## src/rtl/serial_addsub_seq_pkg.sv

```systemverilog
// Shared encodings for the bit-serial add/subtract sequencer.
// Optional signed-overflow output is enabled with SERIAL_ADDSUB_OVF_EN.
package serial_addsub_seq_pkg;

  localparam logic [1:0] ST_IDLE = 2'd0;
  localparam logic [1:0] ST_RUN  = 2'd1;
  localparam logic [1:0] ST_DONE = 2'd2;

  localparam logic OP_ADD = 1'b0;
  localparam logic OP_SUB = 1'b1;

endpackage

```

## src/rtl/serial_addsub_seq_if.sv

```systemverilog
// Request/response bundle of the serial add/subtract sequencer.
// The ovf signal exists only when SERIAL_ADDSUB_OVF_EN is defined.
interface serial_addsub_seq_if #(
  parameter int WIDTH = 32
);
  logic             start;
  logic             op_sub;
  logic [WIDTH-1:0] a;
  logic [WIDTH-1:0] b;
  logic             busy;
  logic             done;
  logic [WIDTH-1:0] result;
  logic             carry_out;
`ifdef SERIAL_ADDSUB_OVF_EN
  logic             ovf;
`endif

  modport master (
    output start, op_sub, a, b,
`ifdef SERIAL_ADDSUB_OVF_EN
    input  busy, done, result, carry_out, ovf
`else
    input  busy, done, result, carry_out
`endif
  );

  modport slave (
    input  start, op_sub, a, b,
`ifdef SERIAL_ADDSUB_OVF_EN
    output busy, done, result, carry_out, ovf
`else
    output busy, done, result, carry_out
`endif
  );
endinterface

```

## src/rtl/FULL_ADDER.sv

```systemverilog
// Gate-level one-bit full adder cell shared by the serial datapath.
module FULL_ADDER (
  output logic s,
  output logic c,
  input  logic a,
  input  logic b,
  input  logic cin
);
  logic axb, gen, prop;

  xor u_x0 (axb, a, b);
  xor u_x1 (s, axb, cin);
  and u_a0 (gen, a, b);
  and u_a1 (prop, axb, cin);
  or  u_o0 (c, gen, prop);
endmodule

```

## src/rtl/serial_addsub_seq.sv

```systemverilog
// Bit-serial add/subtract: one full-adder cell, LSB first, WIDTH cycles per op.
// Define SERIAL_ADDSUB_OVF_EN to add the signed-overflow output.
module serial_addsub_seq
  import serial_addsub_seq_pkg::*;
#(
  parameter int WIDTH = 32
) (
  input logic               clk,
  input logic               rst,
  serial_addsub_seq_if.slave bus
);
  localparam int CNT_W = $clog2(WIDTH);
  localparam logic [CNT_W-1:0] LAST = CNT_W'(WIDTH - 1);

  logic [1:0]       state;
  logic [WIDTH-1:0] a_sr, b_sr, sum_sr, sum_nxt, result_q;
  logic [CNT_W-1:0] cnt;
  logic             cy, carry_q;
  logic             s, co;
`ifdef SERIAL_ADDSUB_OVF_EN
  logic             msb_cin;
`endif

  FULL_ADDER u_full_adder (
    .s   (s),
    .c   (co),
    .a   (a_sr[0]),
    .b   (b_sr[0]),
    .cin (cy)
  );

  // New sum bit enters at the MSB; after WIDTH shifts bit 0 is the LSB.
  assign sum_nxt = {s, {(WIDTH-1){1'b0}}} | (sum_sr >> 1);

  always_ff @(posedge clk) begin
    if (rst) begin
      state    <= ST_IDLE;
      a_sr     <= '0;
      b_sr     <= '0;
      sum_sr   <= '0;
      cnt      <= '0;
      cy       <= 1'b0;
      result_q <= '0;
      carry_q  <= 1'b0;
`ifdef SERIAL_ADDSUB_OVF_EN
      msb_cin  <= 1'b0;
`endif
    end else begin
      case (state)
        ST_IDLE: begin
          if (bus.start) begin
            a_sr  <= bus.a;
            b_sr  <= (bus.op_sub == OP_ADD) ? bus.b : ~bus.b;
            cy    <= (bus.op_sub == OP_SUB);
            cnt   <= '0;
            state <= ST_RUN;
          end
        end
        ST_RUN: begin
          sum_sr <= sum_nxt;
          a_sr   <= a_sr >> 1;
          b_sr   <= b_sr >> 1;
          cy     <= co;
          cnt    <= cnt + CNT_W'(1);
          if (cnt == LAST) begin
            result_q <= sum_nxt;
            carry_q  <= co;
`ifdef SERIAL_ADDSUB_OVF_EN
            msb_cin  <= cy;
`endif
            state    <= ST_DONE;
          end
        end
        ST_DONE: state <= ST_IDLE;
        default: state <= ST_IDLE;
      endcase
    end
  end

  assign bus.busy      = (state == ST_RUN) || (state == ST_DONE);
  assign bus.done      = (state == ST_DONE);
  assign bus.result    = result_q;
  assign bus.carry_out = carry_q;
`ifdef SERIAL_ADDSUB_OVF_EN
  // Both terms are captured on the final-bit edge, so ovf holds with result.
  assign bus.ovf       = msb_cin ^ carry_q;
`endif

endmodule

```

## src/flat_wrapper.sv

```systemverilog
// flat-port wrapper written by rule: the top's interface ports become plain ports
module serial_addsub_seq_flat import serial_addsub_seq_pkg::*;
#(
  parameter int WIDTH = 32
)
  (clk, rst, bus_start, bus_op_sub, bus_a, bus_b, bus_busy, bus_done, bus_result, bus_carry_out);
  serial_addsub_seq_if #(.WIDTH(WIDTH)) bus_i ();
  input logic clk;
  input logic rst;
  input wire logic [$bits(bus_i.start)-1:0] bus_start;
  input wire logic [$bits(bus_i.op_sub)-1:0] bus_op_sub;
  input wire logic [$bits(bus_i.a)-1:0] bus_a;
  input wire logic [$bits(bus_i.b)-1:0] bus_b;
  output wire logic [$bits(bus_i.busy)-1:0] bus_busy;
  output wire logic [$bits(bus_i.done)-1:0] bus_done;
  output wire logic [$bits(bus_i.result)-1:0] bus_result;
  output wire logic [$bits(bus_i.carry_out)-1:0] bus_carry_out;
  assign bus_i.start = bus_start;
  assign bus_i.op_sub = bus_op_sub;
  assign bus_i.a = bus_a;
  assign bus_i.b = bus_b;
  assign bus_busy = bus_i.busy;
  assign bus_done = bus_i.done;
  assign bus_result = bus_i.result;
  assign bus_carry_out = bus_i.carry_out;
  serial_addsub_seq #(.WIDTH(WIDTH)) u_core (.clk(clk), .rst(rst), .bus(bus_i));
endmodule
```

## config.mk

```make
export PLATFORM = sky130hd
export DESIGN_NAME = serial_addsub_seq_flat
export DESIGN_NICKNAME = d
export VERILOG_FILES = /design/src/rtl/serial_addsub_seq_pkg.sv /design/src/rtl/serial_addsub_seq_if.sv /design/src/rtl/FULL_ADDER.sv /design/src/rtl/serial_addsub_seq.sv /design/src/flat_wrapper.sv
export SDC_FILE = /design/constraint.sdc
export NUM_CORES = 1
export LEC_CHECK = 0
export CORE_MARGIN = 5
export CORE_UTILIZATION = 30
export CTS_BUF_LIST = sky130_fd_sc_hd__clkbuf_8
export DETAILED_ROUTE_END_ITERATION = 16
export PLACE_DENSITY = 0.62
export SETUP_SLACK_MARGIN = 0.5
export SLEW_MARGIN = 20
export SYNTH_ARGS = -nofsm -noshare
export SYNTH_HDL_FRONTEND = slang
export SYNTH_SLANG_ARGS = --single-unit
```

## constraint.sdc

```tcl
create_clock -name clk -period 1.5 [get_ports clk]
set_input_delay 0.15 -clock clk [delete_from_list [all_inputs] [get_ports clk]]
set_output_delay 0.15 -clock clk [all_outputs]
set_load 0.05 [all_outputs]
```

==> impl_metrics.env, run 1 <==
export IMPL_cts_clk_slew_worst_paths_ns=0.07
export IMPL_regArea_mm2=0.00277
export IMPL_drtIter0Drc=118
export IMPL_synth_main_ff_cell="dfxtp_1"
export IMPL_fp_dieH_um=149
export IMPL_worst_path_max_fanout=5
export IMPL_slowest_stage="or4b_1"
export IMPL_antenna_found_initial=0
export IMPL_ys_ff_latch=136
export IMPL_slew_headroom=0.745
export IMPL_synth_edf_count=0
export IMPL_power_mw=8.58
export IMPL_worst_hold_slack_ns=0.139
export IMPL_worstSetupEndpointType="register"
export IMPL_area_growth_pct=54.1
export IMPL_n_fill_cell=1751
export IMPL_fin_ws_ns=-0.000348
export IMPL_internal_power_mw=6.21
export IMPL_drv_cap=0
export IMPL_drt_pass1_iterations=4
export IMPL_ys_seq_area_frac=0.470
export IMPL_drcViolationCount=0
export IMPL_netlist_area_mm2=0.00579
export IMPL_grt_pass1_vias=4597
export IMPL_grt_pass1_wl_mm=23.1
export IMPL_tightestPinTransition_ns=0.382
export IMPL_dp_hpwl_mm=8.73
export IMPL_fin_crit_sh=1.00
export IMPL_antennaDiodeCount=0
export IMPL_combPwrFrac=0.215
export IMPL_cts_root_buf="clkbuf_8"
export IMPL_status="finished, violations left"
export IMPL_viasPerCell=4.64
export IMPL_fp_coreArea_mm2=0.0188
export IMPL_vdd_drop_max_v=0.000562
export IMPL_worstSetupPathType="register to register"
export IMPL_yosysUniqueCellTypes=29
export IMPL_die_w_um=149
export IMPL_p_per_area_mw_per_mm2=961
export IMPL_drive_gt1_frac=0.340
export IMPL_grt_setup_unrepaired="true"
export IMPL_synth_area_top_cells="dfxtp_1 (47%), mux2i_1 (11%), nand2_1 (6.7%), a21oi_1 (6.0%), xor2_1 (4.7%)"
export IMPL_final_antenna_net_count=0
export IMPL_cp_cell_sequence="inv_4 > ha_4 > mux2i_4 > or4b_1 > a31oi_1"
export IMPL_clkPwrFrac=0.325
export IMPL_multiInputGateArea_mm2=0.00331
export IMPL_ctsHoldBuffers=0
export IMPL_yosysTopAreaCell="dfxtp_1"
export IMPL_cts_tree="done"
export IMPL_syn_avg_cell_area_um2=8.95
export IMPL_async_flop_share=0
export IMPL_violations="setup timing"
export IMPL_grt_overflow=0
export IMPL_routed_via_count=4855
export IMPL_routabilityCongestion=0.701
export IMPL_leakage_nw=3.36
export IMPL_synth_top_area_frac=0.470
export IMPL_syn_inst=647
export IMPL_worstSkewPairLatency_ns=0.43
export IMPL_grt_use_total=0.127
export IMPL_post_drt_wl_per_cell_um=15.0
export IMPL_switchingPower_mw=2.36
export IMPL_crit_path_start_kind="register"
export IMPL_p_seq_frac=0.459
export IMPL_clock_sinks=136
export IMPL_fin_nets=848
export IMPL_io_buffers=102
export IMPL_required_ns=1.85
export IMPL_pre_cts_slack_ns=-0.0265
export IMPL_skew_ns=0.0114
export IMPL_hp_class="input port to register"
export IMPL_setup_viol=1
export IMPL_fin_crit_ns=1.50
export IMPL_cts_made_buffers=17
export IMPL_timing_fmax_mhz=667
export IMPL_synth_nets=721
export IMPL_die_area_mm2=0.0222
export IMPL_drt_wl_total_mm=15.7
export IMPL_ios=103
export IMPL_drv_slew=0
export IMPL_hold_viol=0
export IMPL_rows=50
export IMPL_cts_htree_levels=4
export IMPL_max_stage_delay_ns=0.47
export IMPL_grt_max_degree=66
export IMPL_switching_share=0.276
export IMPL_clk_path_buf_depth=2
export IMPL_cp_data_arrival_time_ns=1.85
export IMPL_start_util=0.308
export IMPL_synth_warnings=0
-- critical path: cells and delay by family, from the launching register on --
kind	cells	cell delay, ns
and+or+nand+nor	1	0.47
DFF	1	0.38
muxes	1	0.21
adders and majority gates	1	0.18
AOI/OAI and AO/OA	1	0.14
buffers and inverters	1	0.04
-- cell families after synthesis --
logic type	share of synthesized area
flip-flops	0.470
buffers and inverters	0.0486
XOR/XNOR	0.0484
adder cells (fa/ha/maj)	0.0143
multiplexers	0.113
AO/OA/AOI/OAI	0.148
AND/OR/NAND/NOR	0.159
-- area by class of cell --
class / instances / share of cell area
multi-input cells: 454 / 0.370
flip-flops and latches: 136 / 0.311
repair buffers: 162 / 0.241
well taps: 260 / 0.0365
clock buffers: 20 / 0.0308
clock inverters: 11 / 0.00939
inverters: 3 / 0.00182
-- Yosys cell counts (5+ instances only) --
cell / instances
nor2_1: 65
nand2_1: 103
clkbuf_1: 25
ha_1: 5
o211ai_1: 31
xor2_1: 31
nand2b_1: 33
a211oi_1: 33
a21oi_1: 69
mux2i_1: 64
buf_2: 24
dfxtp_1: 136
-- stage by stage --
stage                      TNS (ns)  std cells  area, um2   util
after floorplan                   0        647       6160      -
after global placement      -0.0170        977       7350  0.390
after detailed placement     -0.546        977       7350  0.390
after CTS                         0       1023       8190  0.435
after global routing          -2.39       1046       8920  0.474
final                     -0.000348       1046       8920  0.474
-- placed cells by master (no fill, tap or decap), drive strengths merged --
master         synthesis  routed
a211oi                33      33
a21oi                 69      69
a31oi                  2       2
a32oi                  2       2
and2                   1       1
and3                   1       1
buf                   30      89
bufinv                 0       1
clkbuf                25      28
clkdlybuf4s50          0      65
clkinv                 0       4
clkinvlp               0       3
dfxtp                136     136
fa                     1       1
ha                     5       5
inv                    3       6
mux2                   1       2
mux2i                 64      64
nand2                103     103
nand2b                33      33
nand3                  2       2
nand3b                 3       3
nand4b                 1       1
nor2                  65      65
nor2b                  1       1
nor3                   1       1
o211ai                31      31
or3                    1       1
or4b                   1       1
xnor2                  1       1
xor2                  31      31
-- flip-flops by register name, summed over array words and instances, names as in the netlist --
| name | count |
|---|---|
| u_core.state | 2 |
| u_core.cy | 1 |
| u_core.b_sr | 32 |
| u_core.bus.result | 32 |
| u_core.cnt | 5 |
| u_core.a_sr | 32 |
| u_core.bus.carry_out | 1 |
| u_core.sum_sr | 31 |
-- worst paths after layout --
path                   start         endpoint  slack (ns)  cells after the start
max          u_core.state[0]    u_core.cnt[3]     -0.0003                      5
min                      rst    u_core.cnt[1]        0.14                      2
max reg2reg  u_core.state[0]    u_core.cnt[3]     -0.0003                      5
min reg2reg  u_core.b_sr[14]  u_core.b_sr[14]        0.45                      2
-- metal layers --
metal  global-route usage  vias to the layer above  wire length [um]
li1                     -                     2464                 -
met1                0.177                     2297              7400
met2                0.192                       80              7580
met3               0.0356                       14               587
met4               0.0375                        0               149
met5                    0                        -                 0
-- power groups by stage --
stage               sequential (mW)  combinational, mW  clock (mW)
floorplan                      3.97               1.08           0
global placement               4.00               1.42           0
detailed placement             4.00               1.43           0
CTS                            3.92               1.63        2.87
global route                   3.96               2.01        3.04
finish                         3.94               1.85        2.79
-- what timing repair did --
action                                  4_1_cts  5_1_grt
endpoints found under the setup margin      171      171
cloned                                        5       15
pin swaps                                     8       16
buffers inserted                             10        8
gates resized for setup                      87      114
No activity file was read; power rests on OpenSTA's default activity.
==> run 2: changes to the inputs <==
CTS_CLUSTER_SIZE = 40   (was default)
==> results of run 2 <==
Same layout as run 1: the final DEF is identical, and so are final timing and power.
